==> config.mk <==
export PLATFORM = sky130hd
export DESIGN_NAME = frame_sequencer
export DESIGN_NICKNAME = d
export VERILOG_FILES = /design/src/rtl/frame_sequencer.sv
export SDC_FILE = /design/constraint.sdc
export NUM_CORES = 1
export LEC_CHECK = 0
export CORE_UTILIZATION = 47
export DETAILED_ROUTE_END_ITERATION = 8
export PLACE_DENSITY_LB_ADDON = 0.12
export SLEW_MARGIN = 20
export SYNTH_ARGS = -nofsm -noshare
export SYNTH_HDL_FRONTEND = slang
export SYNTH_SLANG_ARGS = --single-unit
==> constraint.sdc <==
create_clock -name clk -period 2.9 [get_ports clk]
set_clock_uncertainty 0.1 [all_clocks]
set_input_delay 0.58 -clock clk [delete_from_list [all_inputs] [get_ports clk]]
set_output_delay 0.58 -clock clk [all_outputs]
set_load 0.05 [all_outputs]
==> src/rtl/frame_sequencer.sv <==
// frame_sequencer
// Sequences window_buffer for the MFCC front end. It waits until a frame has been
// filled, then streams FRAME_SIZE samples from the buffer in index order to the
// Hamming stage over a valid/ready interface. After the last sample is accepted it
// pulses a one-cycle start_move so the buffer advances its window, and it repeats
// this while enable_i stays high. The block owns the frame cadence of the pipeline.
//
// Ports
//   clk              clock
//   rst_n            asynchronous reset, active-low
//   enable_i         level; run frames while high (sampled in IDLE and at WAIT_MOVE exit)
//   wb_idle_i        window_buffer idle: frame filled/moved and contents stable
//   wb_start_move_o  one-cycle pulse: shift the window by MOVE_SIZE
//   wb_rd_en_o       read strobe to window_buffer
//   wb_rd_idx_o      frame-relative sample index of the read
//   wb_data_i        read data, valid exactly one cycle after wb_rd_en_o
//   smp_valid_o      sample valid to the Hamming stage
//   smp_data_o       sample
//   smp_last_o       high with sample index FRAME_SIZE-1
//   smp_ready_i      Hamming stage accepts the sample
//   frame_done_o     one-cycle pulse when the last sample is accepted
//   busy_o           sequencer is not idle
//
// Optional feature: define FRAME_SEQ_STATS_EN to add
//   frame_count_o    frames completed, wraps at 2^32
//   stall_count_o    cycles with smp_valid_o=1 and smp_ready_i=0, saturating

module frame_sequencer #(
  parameter int  WIDTH      = 16,
  parameter int  FRAME_SIZE = 400,
  localparam int IDX_W      = $clog2(FRAME_SIZE)
) (
  input  logic             clk,
  input  logic             rst_n,
  input  logic             enable_i,
  input  logic             wb_idle_i,
  output logic             wb_start_move_o,
  output logic             wb_rd_en_o,
  output logic [IDX_W-1:0] wb_rd_idx_o,
  input  logic [WIDTH-1:0] wb_data_i,
  output logic             smp_valid_o,
  output logic [WIDTH-1:0] smp_data_o,
  output logic             smp_last_o,
  input  logic             smp_ready_i,
  output logic             frame_done_o,
  output logic             busy_o
`ifdef FRAME_SEQ_STATS_EN
  ,
  output logic [31:0]      frame_count_o,
  output logic [31:0]      stall_count_o
`endif
);

  localparam logic [IDX_W-1:0] LAST_IDX = IDX_W'(FRAME_SIZE - 1);

  typedef enum logic [2:0] {
    S_IDLE,
    S_WAIT_FILL,
    S_STREAM,
    S_DRAIN,
    S_MOVE,
    S_WAIT_MOVE
  } state_e;

  state_e           state_q, state_d;
  logic [IDX_W-1:0] idx_q, idx_d;
  logic             wm_first_q, wm_first_d;

  // Read issued last cycle; its data is on wb_data_i this cycle.
  logic             rd_pend_q;
  logic             rd_last_pend_q;

  // Two-entry output FIFO; the head drives the smp_* interface.
  logic [WIDTH-1:0] fifo_data_q [0:1];
  logic [1:0]       fifo_last_q;
  logic             rd_ptr_q, wr_ptr_q;
  logic [1:0]       count_q;

  logic             pop;
  logic             issue;
  logic             last_idx;
  logic [1:0]       occupancy;

  assign last_idx    = (idx_q == LAST_IDX);
  assign smp_valid_o = (count_q != 2'd0);
  assign pop         = smp_valid_o & smp_ready_i;

  // Slots committed once this cycle's pop leaves: reads in flight plus held entries.
  // Crediting the pop in the same cycle keeps a 1 sample/cycle stream going with
  // ready held high, while occupancy can never exceed the two FIFO entries.
  assign occupancy = count_q + {1'b0, rd_pend_q} - {1'b0, pop};

  assign wb_rd_en_o  = issue;
  assign wb_rd_idx_o = idx_q;
  assign smp_data_o  = smp_valid_o ? fifo_data_q[rd_ptr_q] : '0;
  assign smp_last_o  = smp_valid_o & fifo_last_q[rd_ptr_q];
  assign busy_o      = (state_q != S_IDLE);

  // Next-state logic and the state-derived strobes.
  always_comb begin
    state_d         = state_q;
    idx_d           = idx_q;
    wm_first_d      = 1'b0;
    issue           = 1'b0;
    wb_start_move_o = 1'b0;
    frame_done_o    = 1'b0;
    case (state_q)
      S_IDLE: begin
        if (enable_i) state_d = S_WAIT_FILL;
      end
      S_WAIT_FILL: begin
        if (wb_idle_i) begin
          state_d = S_STREAM;
          idx_d   = '0;
        end
      end
      S_STREAM: begin
        if (occupancy < 2'd2) begin
          issue = 1'b1;
          if (last_idx) state_d = S_DRAIN;
          else          idx_d   = idx_q + 1'b1;
        end
      end
      S_DRAIN: begin
        if (pop && fifo_last_q[rd_ptr_q]) begin
          frame_done_o = 1'b1;
          state_d      = S_MOVE;
        end
      end
      S_MOVE: begin
        wb_start_move_o = 1'b1;
        wm_first_d      = 1'b1;
        state_d         = S_WAIT_MOVE;
      end
      S_WAIT_MOVE: begin
        // The buffer may still report idle on the first cycle after the move pulse.
        if (!wm_first_q && wb_idle_i) begin
          idx_d   = '0;
          state_d = enable_i ? S_STREAM : S_IDLE;
        end
      end
      default: state_d = S_IDLE;
    endcase
  end

  // Sequencer state register.
  always_ff @(posedge clk or negedge rst_n) begin
    if (!rst_n) begin
      state_q    <= S_IDLE;
      idx_q      <= '0;
      wm_first_q <= 1'b0;
    end else begin
      state_q    <= state_d;
      idx_q      <= idx_d;
      wm_first_q <= wm_first_d;
    end
  end

  // Read tracking and output FIFO; read data is captured the cycle after the strobe.
  always_ff @(posedge clk or negedge rst_n) begin
    if (!rst_n) begin
      rd_pend_q      <= 1'b0;
      rd_last_pend_q <= 1'b0;
      fifo_data_q[0] <= '0;
      fifo_data_q[1] <= '0;
      fifo_last_q    <= '0;
      rd_ptr_q       <= 1'b0;
      wr_ptr_q       <= 1'b0;
      count_q        <= 2'd0;
    end else begin
      rd_pend_q      <= issue;
      rd_last_pend_q <= issue & last_idx;
      if (rd_pend_q) begin
        fifo_data_q[wr_ptr_q] <= wb_data_i;
        fifo_last_q[wr_ptr_q] <= rd_last_pend_q;
        wr_ptr_q              <= ~wr_ptr_q;
      end
      if (pop) rd_ptr_q <= ~rd_ptr_q;
      count_q <= count_q + {1'b0, rd_pend_q} - {1'b0, pop};
    end
  end

`ifdef FRAME_SEQ_STATS_EN
  logic [31:0] frame_count_q;
  logic [31:0] stall_count_q;

  // Frame counter wraps; stall counter sticks at all-ones.
  always_ff @(posedge clk or negedge rst_n) begin
    if (!rst_n) begin
      frame_count_q <= 32'd0;
      stall_count_q <= 32'd0;
    end else begin
      if (frame_done_o) frame_count_q <= frame_count_q + 32'd1;
      if (smp_valid_o && !smp_ready_i && (stall_count_q != 32'hFFFF_FFFF))
        stall_count_q <= stall_count_q + 32'd1;
    end
  end

  assign frame_count_o = frame_count_q;
  assign stall_count_o = stall_count_q;
`endif

endmodule
; Word level (Yosys, flattened, before mapping)
; Index checks and enable logic that the tools add are counted.
[word_totals]
reg_bits = 53
input_bits = 21
output_inout_bits = 31
wordCells = 82
[classes]
addsub = 3
magnitude_cmp = 7
n_eq_ne = 13
mux = 30
n_bitwise = 7
reduce_logical = 11
[ops]
columns = cell, n
row1 = $mux 16, 5
row2 = $mux 9, 4
row3 = $bwmux 32, 1
row4 = $pmux 9 s3, 1
row5 = $mux 3, 6
row6 = $pmux 3 s6, 1
row7 = $demux 16 s1, 1
row8 = $ne 2x2->1 const B, 7
row9 = $add 9x1->9 const B, 1
row10 = $eq 9x9->1 const B, 1
row11 = $mux 1, 8
row12 = $eq 3x2->1 const B, 2
row13 = $eq 3x3->1 const B, 2
row14 = $reduce_and 6->1, 1
row15 = $reduce_bool 3->1, 2
row16 = $reduce_and 5->1, 1
row17 = $ge 2x2->1 const B, 2
row18 = $logic_and 1x1->1, 4
row19 = $lt 1x2->1 const B, 2
row20 = $not 1->2, 2
row21 = $and 1x1->1, 3
row22 = $eq 3x1->1 const B, 1
row23 = $logic_not 3->1, 1
row24 = $add 2x1->2, 1
row25 = 10 further kinds, 11

; Depth between registers and ports, before layout
; Gate-level depths: netlist of run 1.
[logic_depth]
depth_word = 7
ltp_mapped = 10
depth_no_buf = 9

; Worst setup path before layout of run 1
; No wires, ideal clock.
[synth_path]
path_type = input -> output
start = input smp_ready_i
end = output wb_rd_en_o
arrival_ns = 2.468
required_ns = 2.220
path_slack_ns = -0.248
stages = 8
path_buffers = 1
cell_sequence = o21ai_0 > inv_1 > ha_1 > inv_1 > ha_1 > xor3_1 > clkbuf_1 > nor2_1
[synth_between]
elab_chain_cells = 5
[synth_lines]
columns = item, line_no
row1 = from (decl), 44  ; input logic smp_ready_i,
row2 = $and 1x1->1, 86  ; assign pop = smp_valid_o & smp_ready_i;
row3 = net pop, 79  ; logic pop;
row4 = $sub 2x1->2, 91  ; assign occupancy = count_q + {1'b0, rd_pend_q} - {1'b0, pop};
row5 = net occupancy[1], 82  ; logic [1:0] occupancy;
row6 = $lt 2x2->1, 118  ; if (occupancy < 2'd2) begin
row7 = $mux 1, 118
row8 = $mux 1, 107  ; case (state_q)
row9 = to (decl), 38  ; output logic wb_rd_en_o,
; The timed path passes the listed nets, and every way through them passes these cells.

; Final worst setup path of run 1
[layout_path]
start = input smp_ready_i
end = output wb_rd_en_o
[layout_between]
elab_chain_cells = 5
[layout_lines]
columns = item, line_no
row1 = $and 1x1->1, 86
row2 = net pop, 79
row3 = $sub 2x1->2, 91
row4 = $lt 2x2->1, 118
row5 = $mux 1, 118
row6 = $mux 1, 107
; The timed path passes the listed nets, and every way through them passes these cells.

==> flow_metrics.env, run 1 <==
export IMPL_status="completed"
export IMPL_required_ns=2.22
export IMPL_path_clk_slew_ns=0.10
export IMPL_ys_types=44
export IMPL_synth_edf_count=0
export IMPL_synth_seq_cells=53
export IMPL_path_class="in2out"
export IMPL_drtIter0Drc=80
export IMPL_ys_async_sr_fraction_pct=100
export IMPL_cp_num_cells=10
export IMPL_slowest_delay_ns=0.28
export IMPL_hold_slack_ns=0.195
export IMPL_power_switching_uw=1940
export IMPL_diodes=0
export IMPL_p_seq_share_pct=30.2
export IMPL_cts_htree_levels=2
export IMPL_reg2reg_slack_ns=0.17
export IMPL_synthCells=214
export IMPL_powerDensity_nw_per_um2=1280
export IMPL_clock_sinks=53
export IMPL_r2r_cells=10
export IMPL_dieWidth_um=75.2
export IMPL_cts_root_buf="clkbuf_8"
export IMPL_instances_no_fill=345
export IMPL_power_internal_uw=2200
export IMPL_synthesis_nets=238
export IMPL_grt_max_degree=32
export IMPL_grt_pass1_vias=1710
export IMPL_period_needed_ns=2.77
export IMPL_grt_first_pass_wirelength_mm=7.94
export IMPL_rows=26
export IMPL_wirelength_mm=4.92
export IMPL_start_util_pct=49.0
export IMPL_netlist_area_sq_um=2520
export IMPL_stdcell_area_sq_um=3240
export IMPL_cp_buffers_inverters=5
export IMPL_clock_power_share_pct=9.6
export IMPL_drv_cap=0
export IMPL_relSlewSlack_pct=47.6
export IMPL_worstPathCellList="dlygate4sd2_1 -> o21ai_2 -> inv_1 -> ha_1 -> inv_1 -> ha_2 -> xor3_1 -> buf_6 -> nor2_4 -> buf_12"
export IMPL_p_sw_share_pct=46.8
export IMPL_yosysWarnings=0
export IMPL_ios=52
export IMPL_via_per_inst=5.33
export IMPL_cts_buffers=5
export IMPL_die_y_um=75.2
export IMPL_cts_tree="built"
export IMPL_cp_endpoint="wb_rd_en_o"
export IMPL_worst_slew_pin_slew_ns=0.784
export IMPL_cts_buffer_depth=2
export IMPL_synthAdderAreaFrac_pct=1.49
export IMPL_synth_top_family_by_area="multiplexers"
export IMPL_p_leak_uw=0.00148
export IMPL_timing_rr_end="wb_rd_idx_o[8]$_DFFE_PN0P_"
export IMPL_synth_area_per_cell_sq_um=11.8
export IMPL_cp_end_kind="primary output"
export IMPL_fin_crit_sh_pct=95.6
export IMPL_vias=1840
export IMPL_antenna_left=0
export IMPL_wire_per_inst_um=14.2
export IMPL_grt_setup_unrepaired="no"
export IMPL_r2r_start="count_q[0]$_DFF_PN0_"
export IMPL_irDropWorstVdd_mv=0.727
export IMPL_drt_pre_antenna_iters=4
export IMPL_place_inst=335
export IMPL_min_path_type="in2async"
export IMPL_layout_nets=298
export IMPL_crit_start="smp_ready_i"
export IMPL_hold_violations=0
export IMPL_critPathMaxFanout=2
export IMPL_combPwrFrac_pct=60.2
export IMPL_antenna_found_initial=0
export IMPL_drc=0
export IMPL_clkLatencyLatePin_ns=0.30
export IMPL_syn_to_final_growth_pct=28.8
export IMPL_drv_slew=0
export IMPL_fin_tns_setup_ns=0
export IMPL_drive_gt1_share_pct=30.2
export IMPL_core_area_sq_um=5140
export IMPL_dp_hpwl_mm=3.49
export IMPL_cp_arrival_ns=2.09
export IMPL_setup_viol=0
export IMPL_synth_xor_area_share_pct=1.64
export IMPL_fmax_mhz=361
export IMPL_synthMuxAreaShare_pct=22.4
export IMPL_synth_compound_area_share_pct=6.21
export IMPL_placed_cell_area_sq_um=3130
export IMPL_crit_top_cell="inv_1"
export IMPL_power_total_uw=4140
export IMPL_die_area_sq_um=5650
export IMPL_numPortBuffers=51
export IMPL_yosysSeqAreaShare_pct=52.7
export IMPL_path_delay_family="buffers and inverters"
export IMPL_hold_buffers=0
export IMPL_gr_total_overflow=0
export IMPL_globalplace_congestion=0.817
export IMPL_grt_usage_pct=18.6
export IMPL_synth_ff_type="dfrtp_1"
export IMPL_critPathLaunchType="primary input"
export IMPL_worst_path_max_delay_cell="ha_1"
export IMPL_synth_simple_area_share_pct=12.9
==> layer usage <==
metal | up-vias | wire length (um) | global-route usage, %
met3 | 8 | 224 | 4.69
met4 | 0 | 58 | 4.32
met2 | 49 | 2440 | 30.6
li1 | 888 | - | -
met5 | - | 0 | 0
met1 | 895 | 2190 | 25.0
==> cells by family after synthesis <==
kind of cell               count (synthesis)
xor gates and xnor gates                   3
adders and majority gates                  3
AOI/OAI and AO/OA                         21
muxes                                     52
DFF                                       53
and+or+nand+nor                           65
buffers and inverters                     17
==> power by group through the flow <==
stage	logic [uW]	clock network (uW)	registers (uW)
CTS	2500	413	1250
global route	2670	440	1300
detailed placement	2450	0	1270
finish	2490	397	1250
global placement	2430	0	1260
floorplan	1700	0	1280
==> layout make-up <==
cell class / count / area [sq um]
clock buffer: 5 / 68.8
clock inverter: 3 / 17.5
fill: 437 / 1900
inverter: 6 / 22.5
multi-input combinational: 144 / 1140
sequential: 53 / 1330
tap: 70 / 87.6
timing repair buffer: 64 / 581
==> what timing repair did <==
action	4_1_cts	5_1_grt
hold endpoints to repair	0	0
setup endpoints to repair	1	2
buffers inserted	1	1
gates resized for setup	5	1
pin swaps	3	2
==> cells in the mapped netlist, types with 2 or more instances <==
library cell	number	area [sq um]
dfrtp_1	53	1330
ha_1	3	37.5
nand2_1	11	41.3
or3_1	4	25.0
mux2i_1	18	180
o22ai_1	2	12.5
inv_1	6	22.5
a21oi_1	3	15.0
o21ai_0	3	15.0
nand3_1	8	40.0
nor3_1	3	15.0
buf_1	2	7.51
buf_2	2	10.0
a211o_1	4	35.0
nor2_1	25	93.8
clkbuf_1	6	22.5
mux2_2	34	383
==> sequential cells by signal, summed over array words and instances, names as in the netlist <==
| register | flops |
|---|---|
| count_q | 2 |
| fifo_data_q | 32 |
| fifo_last_q | 2 |
| rd_last_pend_q | 1 |
| rd_pend_q | 1 |
| rd_ptr_q | 1 |
| state_q | 3 |
| wb_rd_idx_o | 9 |
| wm_first_q | 1 |
| wr_ptr_q | 1 |
==> through the flow <==
step | utilization [%] | setup WS [ns]
5_1_grt | 63.1 | 0.0221
3_3_place_gp | 60.9 | -0.149
4_1_cts | 62.9 | 0.00288
2_1_floorplan | - | 0.0105
3_5_place_dp | 60.9 | -0.217
6_report | 63.1 | 0.127
==> placed cells by master (no fill, tap or decap), drive strengths merged, types with 2 or more instances in the layout <==
cell type      instances
nor2                  25
dfrtp                 53
clkinv                 2
nand2                 11
a21oi                  3
buf                   34
nor3b                  2
clkbuf                 5
o22ai                  2
nor3                   3
mux2i                 18
ha                     3
or3                    4
mux2                  34
o21ai                  3
inv                    6
clkdlybuf4s50         29
nand3                  8
a211o                  4
==> how the worst min path moves through the flow <==
stage,to,depth (start not counted),from
floorplan,count_q[0]$_DFF_PN0_,0,rst_n
global placement,fifo_last_q[1]$_DFFE_PN0P_,1,rd_last_pend_q$_DFF_PN0_
detailed placement,fifo_data_q[15]$_DFFE_PN0P_,1,fifo_data_q[15]$_DFFE_PN0P_
CTS,fifo_data_q[0]$_DFFE_PN0P_,1,rst_n
global route,fifo_data_q[0]$_DFFE_PN0P_,1,rst_n
finish,fifo_data_q[0]$_DFFE_PN0P_,1,rst_n
No activity file was read; power rests on OpenSTA's default activity.
==> run 2: changes to the inputs <==
CELL_PAD_IN_SITES_DETAIL_PLACEMENT = 0   (was unset)
CELL_PAD_IN_SITES_GLOBAL_PLACEMENT = 1   (was unset)
CORE_UTILIZATION = 40   (was 47)
==> run 2 against run 1 <==
  * Routed wire length up 5.8%
  * First-iteration DRC count rose by 20%
  * Combinational power barely moved
  * Worst hold slack improved by 0.087 ns
  * Setup slack gained 0.039 ns
  * Highest routed layer unchanged
==> flow_metrics.env, run 2 (synthesized netlist as in run 1, its figures left out) <==
export IMPL_status="completed"
export IMPL_cp_buffers_inverters=4
export IMPL_r2r_start="count_q[1]$_DFF_PN0_"
export IMPL_clkLatencyLatePin_ns=0.30
export IMPL_pre_cts_slack_ns=-0.189
export IMPL_via_per_inst=5.25
export IMPL_instances_no_fill=348
export IMPL_drv_cap=0
export IMPL_fmax_mhz=366
export IMPL_slowest_delay_ns=0.42
export IMPL_core_area_sq_um=5990
export IMPL_critPathMaxFanout=3
export IMPL_setup_viol=0
export IMPL_r2r_cells=12
export IMPL_gr_total_overflow=0
export IMPL_wirelength_mm=5.20
export IMPL_dieWidth_um=81.3
export IMPL_worstPathCellList="o21ai_2 -> inv_1 -> ha_1 -> inv_1 -> ha_2 -> xor3_1 -> buf_6 -> nor2_4 -> buf_12"
export IMPL_cts_tree="built"
export IMPL_die_area_sq_um=6610
export IMPL_register_area_sq_um=1330
export IMPL_reg2reg_slack_ns=0.25
export IMPL_place_inst=339
export IMPL_antenna_left=0
export IMPL_crit_top_cell="inv_1"
export IMPL_fin_crit_sh_pct=94.3
export IMPL_multi_input_comb_area_sq_um=1140
export IMPL_rows=28
export IMPL_path_clk_slew_ns=0.09
export IMPL_start_util_pct=42.0
export IMPL_regMostFlops="fifo_data_q"
export IMPL_grt_pass1_vias=1759
export IMPL_cp_end_kind="primary output"
export IMPL_grt_setup_unrepaired="no"
export IMPL_die_y_um=81.3
export IMPL_setup_ws_ns=0.166
export IMPL_relSlewSlack_pct=41.4
export IMPL_clock_sinks=53
export IMPL_path_class="reg2out"
export IMPL_grt_usage_pct=17.2
export IMPL_layout_common_cells="dfrtp_1 (53), mux2_2 (34), clkdlybuf4s50_1 (29)"
export IMPL_critPathLaunchType="flip-flop"
export IMPL_hold_violations=0
export IMPL_powerDensity_nw_per_um2=1280
export IMPL_power_total_uw=4150
export IMPL_syn_to_final_growth_pct=28.4
export IMPL_layout_nets=296
export IMPL_p_leak_uw=0.00147
export IMPL_cp_arrival_ns=2.05
export IMPL_final_common_cell="dfrtp_1"
export IMPL_drt_pre_antenna_iters=4
export IMPL_worst_slew_pin_slew_ns=0.878
export IMPL_cts_buffer_depth=2
export IMPL_globalplace_congestion=0.818
export IMPL_drive_gt1_share_pct=29.3
export IMPL_fillers=548
export IMPL_cts_buffers=5
export IMPL_path_delay_family="adder cells"
export IMPL_dp_hpwl_mm=3.57
export IMPL_cts_htree_levels=2
export IMPL_grt_max_degree=39
export IMPL_required_ns=2.22
export IMPL_vias=1828
export IMPL_drv_slew=0
export IMPL_worst_path_max_delay_cell="dfrtp_1"
export IMPL_min_path_type="in2async"
export IMPL_ios=52
export IMPL_antenna_found_initial=0
export IMPL_irDropWorstVdd_mv=0.824
export IMPL_wire_per_inst_um=14.9
export IMPL_period_needed_ns=2.73
export IMPL_grt_first_pass_wirelength_mm=8.58
export IMPL_cts_root_buf="clkbuf_8"
export IMPL_diodes=0
export IMPL_timing_rr_end="wb_rd_idx_o[5]$_DFFE_PN0P_"
export IMPL_numPortBuffers=51
export IMPL_drtIter0Drc=96
export IMPL_largest_reg_flops=32
export IMPL_drc=0
-- run 2: per-stage QoR --
stage	instance area, sq um	setup TNS (ns)	util, %	hold slack, ns
after CTS	3230	0	53.9	0.313
after global routing	3230	0	53.9	0.340
after floorplan	2520	0	-	0.184
after detailed placement	3130	-0.727	52.2	0.394
after global placement	3130	-0.699	52.2	0.387
final	3230	0	53.9	0.282
-- run 2: timing repair --
| item | in CTS | in global routing |
|---|---|---|
| gates cloned | 0 | 0 |
| buffers inserted | 1 | 0 |
| setup endpoints to repair | 1 | 1 |
| gates resized for setup | 6 | 1 |
| pin swaps | 3 | 1 |
| hold buffers | 0 | 0 |
-- run 2: worst reg2reg max path: cells and delay by family (launching register included) --
family | cells | cell delay [ns]
AO/OA/AOI/OAI | 1 | 0.16
XOR/XNOR | 1 | 0.24
adder cells (fa/ha/maj) | 2 | 0.43
buffers and inverters | 5 | 0.56
flip-flops | 1 | 0.42
AND/OR/NAND/NOR | 3 | 0.69
-- run 2: report_power, final --
group / switching, uW / internal [uW] / total [uW]
registers: 212 / 1050 / 1260
clock network: 232 / 168 / 400
logic: 1510 / 980 / 2490
total: 1950 / 2200 / 4150
-- run 2: area by class of cell --
| cell class | instances | area share, % |
|---|---|---|
| sequential | 53 | 41.0 |
| multi-input combinational | 144 | 35.3 |
| clock buffer | 6 | 2.25 |
| tap | 75 | 2.90 |
| clock inverter | 2 | 0.310 |
| inverter | 6 | 0.697 |
| timing repair buffer | 62 | 17.5 |
-- run 2: metal layers --
| layer | GRT usage, % | vias up | wire length [um] |
|---|---|---|---|
| li1 | - | 881 | - |
| met5 | 0 | - | 0 |
| met1 | 23.2 | 896 | 2480 |
| met3 | 4.04 | 6 | 225 |
| met4 | 4.64 | 0 | 44 |
| met2 | 27.6 | 45 | 2450 |
-- run 2: how the worst max path moves through the flow --
stage          slack [ns]  depth (start not counted)                    endpoint            startpoint
2_1_floorplan        0.01                          8                  wb_rd_en_o           smp_ready_i
3_3_place_gp        -0.18                         10                  wb_rd_en_o           smp_ready_i
3_5_place_dp        -0.19                         10  wb_rd_idx_o[8]$_DFFE_PN0P_           smp_ready_i
4_1_cts             0.004                          9                  wb_rd_en_o  count_q[1]$_DFF_PN0_
5_1_grt              0.04                          9                  wb_rd_en_o  count_q[1]$_DFF_PN0_
6_report             0.17                          9                  wb_rd_en_o  count_q[1]$_DFF_PN0_
